==> config.mk <==
export PLATFORM = sky130hd
export DESIGN_NAME = pipeline_hazard_ctrl
export DESIGN_NICKNAME = d
export VERILOG_FILES = /design/src/rtl/pipeline_hazard_ctrl.sv
export SDC_FILE = /design/constraint.sdc
export NUM_CORES = 1
export LEC_CHECK = 0
export ABC_AREA = 1
export CAP_MARGIN = 0
export CORE_MARGIN = 5
export CORE_UTILIZATION = 45
export CTS_BUF_LIST = sky130_fd_sc_hd__clkbuf_8 sky130_fd_sc_hd__clkbuf_16
export DETAILED_ROUTE_END_ITERATION = 10
export MAX_ROUTING_LAYER = met4
export PLACE_DENSITY = 0.76
export SLEW_MARGIN = 0
export SYNTH_ARGS = -nofsm -noshare
export SYNTH_HDL_FRONTEND = slang
export SYNTH_SLANG_ARGS = --single-unit
==> constraint.sdc <==
create_clock -name clk -period 1.55 [get_ports clk]
set_clock_uncertainty 0.1 [all_clocks]
set_input_delay 0.31 -clock clk [delete_from_list [all_inputs] [get_ports clk]]
set_output_delay 0.31 -clock clk [all_outputs]
set_load 0.05 [all_outputs]
==> src/rtl/pipeline_hazard_ctrl.sv <==
// Hazard/sequencing control for the 16-bit fetch/decode pipeline: start-up fill,
// load-use stalls, taken-branch redirect/flush, halt, plus saturating debug counters.
module pipeline_hazard_ctrl #(
  parameter logic [3:0]  HALT_OPCODE = 4'hF,
  parameter int unsigned FILL_CYCLES = 2,
  parameter int unsigned CNT_W       = 16
) (
  input  logic             clk,
  input  logic             rst,
  input  logic             start,
  input  logic [3:0]       id_opcode,
  input  logic [3:0]       id_rs,
  input  logic [3:0]       id_rt,
  input  logic             ex_mem_read,
  input  logic [3:0]       ex_rd,
  input  logic             branch_taken,
  output logic             pc_write,
  output logic             pc_sel,
  output logic             if_id_write,
  output logic             if_id_flush,
  output logic             id_ex_bubble,
  output logic [1:0]       state,
  output logic [CNT_W-1:0] stall_cnt,
  output logic [CNT_W-1:0] flush_cnt
);

  localparam int unsigned FILL_W = 4;

  typedef enum logic [1:0] {
    S_IDLE = 2'd0,
    S_FILL = 2'd1,
    S_RUN  = 2'd2,
    S_HALT = 2'd3
  } state_t;

  state_t            r_state;
  state_t            w_next_state;
  logic [FILL_W-1:0] r_fill_cnt;
  logic [FILL_W-1:0] w_next_fill;
  logic [CNT_W-1:0]  r_stall_cnt;
  logic [CNT_W-1:0]  r_flush_cnt;
  logic              w_halt;
  logic              w_load_use;
  logic              w_stall_inc;
  logic              w_flush_inc;

  // Hazard detection on the IF/ID instruction; register 0 never writes back.
  always_comb begin
    w_halt     = (id_opcode == HALT_OPCODE);
    w_load_use = ex_mem_read && (ex_rd != 4'd0) &&
                 ((ex_rd == id_rs) || (ex_rd == id_rt));
  end

  // Next-state and Mealy control outputs.
  always_comb begin
    w_next_state = r_state;
    w_next_fill  = r_fill_cnt;
    pc_write     = 1'b0;
    pc_sel       = 1'b0;
    if_id_write  = 1'b0;
    if_id_flush  = 1'b1;
    id_ex_bubble = 1'b1;
    w_stall_inc  = 1'b0;
    w_flush_inc  = 1'b0;

    case (r_state)
      S_IDLE: begin
        if (start) begin
          w_next_state = S_FILL;
          w_next_fill  = FILL_W'(FILL_CYCLES - 1);
        end
      end
      S_FILL: begin
        pc_write    = 1'b1;
        if_id_write = 1'b1;
        if_id_flush = 1'b0;
        if (r_fill_cnt == '0) begin
          w_next_state = S_RUN;
        end else begin
          w_next_fill = r_fill_cnt - FILL_W'(1);
        end
      end
      S_RUN: begin
        if_id_flush  = 1'b0;
        id_ex_bubble = 1'b0;
        if (w_halt) begin
          id_ex_bubble = 1'b1;
          w_next_state = S_HALT;
        end else if (w_load_use) begin
          // A simultaneous branch is dropped here and re-presented next cycle.
          id_ex_bubble = 1'b1;
          w_stall_inc  = 1'b1;
        end else if (branch_taken) begin
          pc_write    = 1'b1;
          pc_sel      = 1'b1;
          if_id_write = 1'b1;
          if_id_flush = 1'b1;
          w_flush_inc = 1'b1;
        end else begin
          pc_write    = 1'b1;
          if_id_write = 1'b1;
        end
      end
      S_HALT: begin
        // Keep the halt instruction visible in IF/ID.
        if_id_flush = 1'b0;
      end
      default: begin
        w_next_state = S_IDLE;
      end
    endcase

    if (rst) begin
      pc_write     = 1'b0;
      pc_sel       = 1'b0;
      if_id_write  = 1'b0;
      if_id_flush  = 1'b1;
      id_ex_bubble = 1'b1;
      w_stall_inc  = 1'b0;
      w_flush_inc  = 1'b0;
    end
  end

  // State and fill counter.
  always_ff @(posedge clk) begin
    if (rst) begin
      r_state    <= S_IDLE;
      r_fill_cnt <= '0;
    end else begin
      r_state    <= w_next_state;
      r_fill_cnt <= w_next_fill;
    end
  end

  // Saturating debug counters, cleared only by reset.
  always_ff @(posedge clk) begin
    if (rst) begin
      r_stall_cnt <= '0;
      r_flush_cnt <= '0;
    end else begin
      if (w_stall_inc && (r_stall_cnt != {CNT_W{1'b1}})) begin
        r_stall_cnt <= r_stall_cnt + CNT_W'(1);
      end
      if (w_flush_inc && (r_flush_cnt != {CNT_W{1'b1}})) begin
        r_flush_cnt <= r_flush_cnt + CNT_W'(1);
      end
    end
  end

  assign state     = r_state;
  assign stall_cnt = r_stall_cnt;
  assign flush_cnt = r_flush_cnt;

endmodule

==> results.py <==
metrics = {
    "setup_path": {
        "cp.arrival_ps": 1590,
        "critPathCaptureType": "output pin",
        "worstPathRequired_ps": 1140,
        "criticalPathCategory": "flop to output pin",
        "worstSetupStartpointType": "flop",
        "crit_fanout": 4,
    },
    "routing": {
        "ant_nets": 0,
        "totalWireLength_um": 11100,
        "drc": 0,
        "via_per_inst": 5.75,
        "first_iter_violations": 373,
        "drt_pass1_iterations": 5,
        "wl_per_cell_um": 18.8,
        "vias": 3398,
    },
    "synthesis": {
        "async_flop_share_pct": 0,
        "syn-instance-count": 383,
        "synth.avg_cell_area_um2": 6.72,
        "netlist_area_um2": 2570,
        "ys.flop_type": "dfxtp_1",
        "yosys_warnings": 0,
        "syn_nets": 413,
        "seq_area_frac_synth_pct": 29.6,
        "ys_seq_elements": 38,
        "ys_types": 34,
        "synth_edf_count": 0,
    },
    "floorplanning": {
        "core_area_um2": 5540,
        "fp-row-count": 27,
        "die_area_um2": 7330,
        "die_w_um": 85.6,
        "io_pins": 60,
        "start_util_pct": 46.4,
        "die_y_um": 85.6,
    },
    "sta": {
        "setup_viol": 43,
        "max_slew_margin_pct": 75.3,
        "fmax_ghz": 0.500,
        "tightest_slew_ps": 367,
        "worst_slack_ps": -449,
        "slew_violations": 0,
        "period_share_pct": 129,
        "final_hold_viol_count": 0,
        "layout_min_cycle_time_ps": 2000,
        "rsz0062_at_grt": "yes",
    },
    "layout": {
        "seq_area_um2": 835,
        "nets": 548,
        "finalInstanceArea_um2": 4850,
        "antennaDiodeCount": 0,
        "area_growth_pct": 88.6,
        "fillers": 240,
        "final_common_cell": "nand2_1",
        "final_cell_mix": "nand2_1 (69), buf_4 (58), buf_12 (40)",
        "multiInputGateArea_um2": 2010,
        "layout-drive-gt1-share_pct": 52.6,
    },
    "power_and_ir_drop": {
        "power_density_nw_per_um2": 848,
        "finalPower_mw": 4.12,
        "p_leak_nw": 2.08,
        "max-vdd-ir-drop_mv": 1.30,
    },
    "clock_tree": {
        "root_buffer": "clkbuf_8",
        "clock_path_buffers": 2,
        "cts_buffers": 5,
        "cts_tree": "built",
        "clkTransAtPathRegs_ps": 80,
        "holdBufCountCts": 0,
        "cts_sinks": 38,
        "htree_levels": 2,
        "clk_latency_ps": 290,
    },
    "flow_run": {
        "drv_cap": 0,
    },
    "global_route": {
        "grt.overflow.total": 0,
        "grt_max_degree": 24,
        "grt_util_all_layers_pct": 28.3,
        "grt_pass1_vias": 3459,
        "antenna_found_initial": 0,
        "grt_pass1_wl_um": 16300,
    },
    "placed_design": {
        "hpwl_um": 5710,
        "placed_area_um2": 4210,
        "place.gp.congestion": 0.885,
        "port_buffers": 59,
    },
    "outcome": {
        "status": "finished with violations",
        "violations": "negative setup slack",
    },
    "worst_hold_path": {
        "min_path_type": "flop to flop",
    },
}
-- critical path: stages (launching register included) --
cell and delay [ps]:
dfxtp_4 360, inv_4 80, ha_4 150, o21ai_4 80
nor2_4 140, nand2_4 80, a21boi_4 240, buf_12 170
-- synthesized netlist by cell type, drive strengths merged, types with 5 or more instances --
cell type,n,area (µm²)
nor3,10,55.1
nor2,48,205
xnor2,6,52.6
xor2,14,123
clkbuf,6,22.5
nand4,22,153
o21ai,10,50.0
inv,50,188
dfxtp,38,761
nand3,21,110
buf,5,42.5
nand2,104,420
a21oi,30,188
ha,9,113
-- stage by stage --
stage	worst slack (ps)	hold WS, ps	setup TNS [ps]	instances	utilization [%]
after detailed placement	-644	387	-20880	559	76.1
after global routing	-522	422	-13640	591	87.6
after floorplan	-527	368	-4430	383	-
after global placement	-604	379	-19090	559	76.1
after CTS	-405	402	-9630	586	84.3
final	-449	411	-11240	591	87.6
-- per-layer routing --
layer	global-route usage (%)	up-vias	wire length, µm
li1	-	1513	-
met1	28.2	1606	4040
met2	51.3	214	5800
met3	5.57	65	697
met4	15.7	0	592
met5	-	-	0
-- power by group --
part | switching, mW | internal, mW | leakage, nW
Clock | 0.387 | 0.309 | 0.0416
Combinational | 1.24 | 1.06 | 1.71
Sequential | 0.0663 | 1.05 | 0.328
Total | 1.70 | 2.42 | 2.08
-- logic make-up after synthesis --
logic type	share of synthesized area (%)
AOI/OAI and AO/OA	10.9
DFF	29.6
adders and majority gates	4.38
xor gates and xnor gates	6.81
and+or+nand+nor	38.5
buffers and inverters	9.82
-- path summary, 6_finish.rpt --
path         depth (start not counted)  slack [ps]                         end                       from
max                                  7        -450                    pc_write      state[0]$_SDFFE_PP0P_
min                                  2         410   flush_cnt[2]$_SDFFE_PP0P_  flush_cnt[2]$_SDFFE_PP0P_
max reg2reg                          9        -330  r_fill_cnt[3]$_SDFFE_PP0P_      state[1]$_SDFFE_PP0P_
min reg2reg                          2         410   flush_cnt[2]$_SDFFE_PP0P_  flush_cnt[2]$_SDFFE_PP0P_
-- sequential cells by signal (all words and copies together) (netlist names) --
| signal | flops |
|---|---|
| flush_cnt | 16 |
| state | 2 |
| r_fill_cnt | 4 |
| stall_cnt | 16 |
-- final cells by class --
cell class | count | area share [%]
Clock buffer | 5 | 1.42
Inverter | 50 | 4.10
Sequential cell | 38 | 17.2
Clock inverter | 3 | 0.335
Tap cell | 72 | 1.86
Timing Repair Buffer | 137 | 33.7
Multi-Input combinational cell | 286 | 41.4
-- what timing repair did --
item                       CTS  global route
pin swaps                   24            29
setup endpoints to repair   43            43
gates cloned                 5             1
resized for setup           64            71
setup buffers               16            12
(Power assumes the default switching activity.)
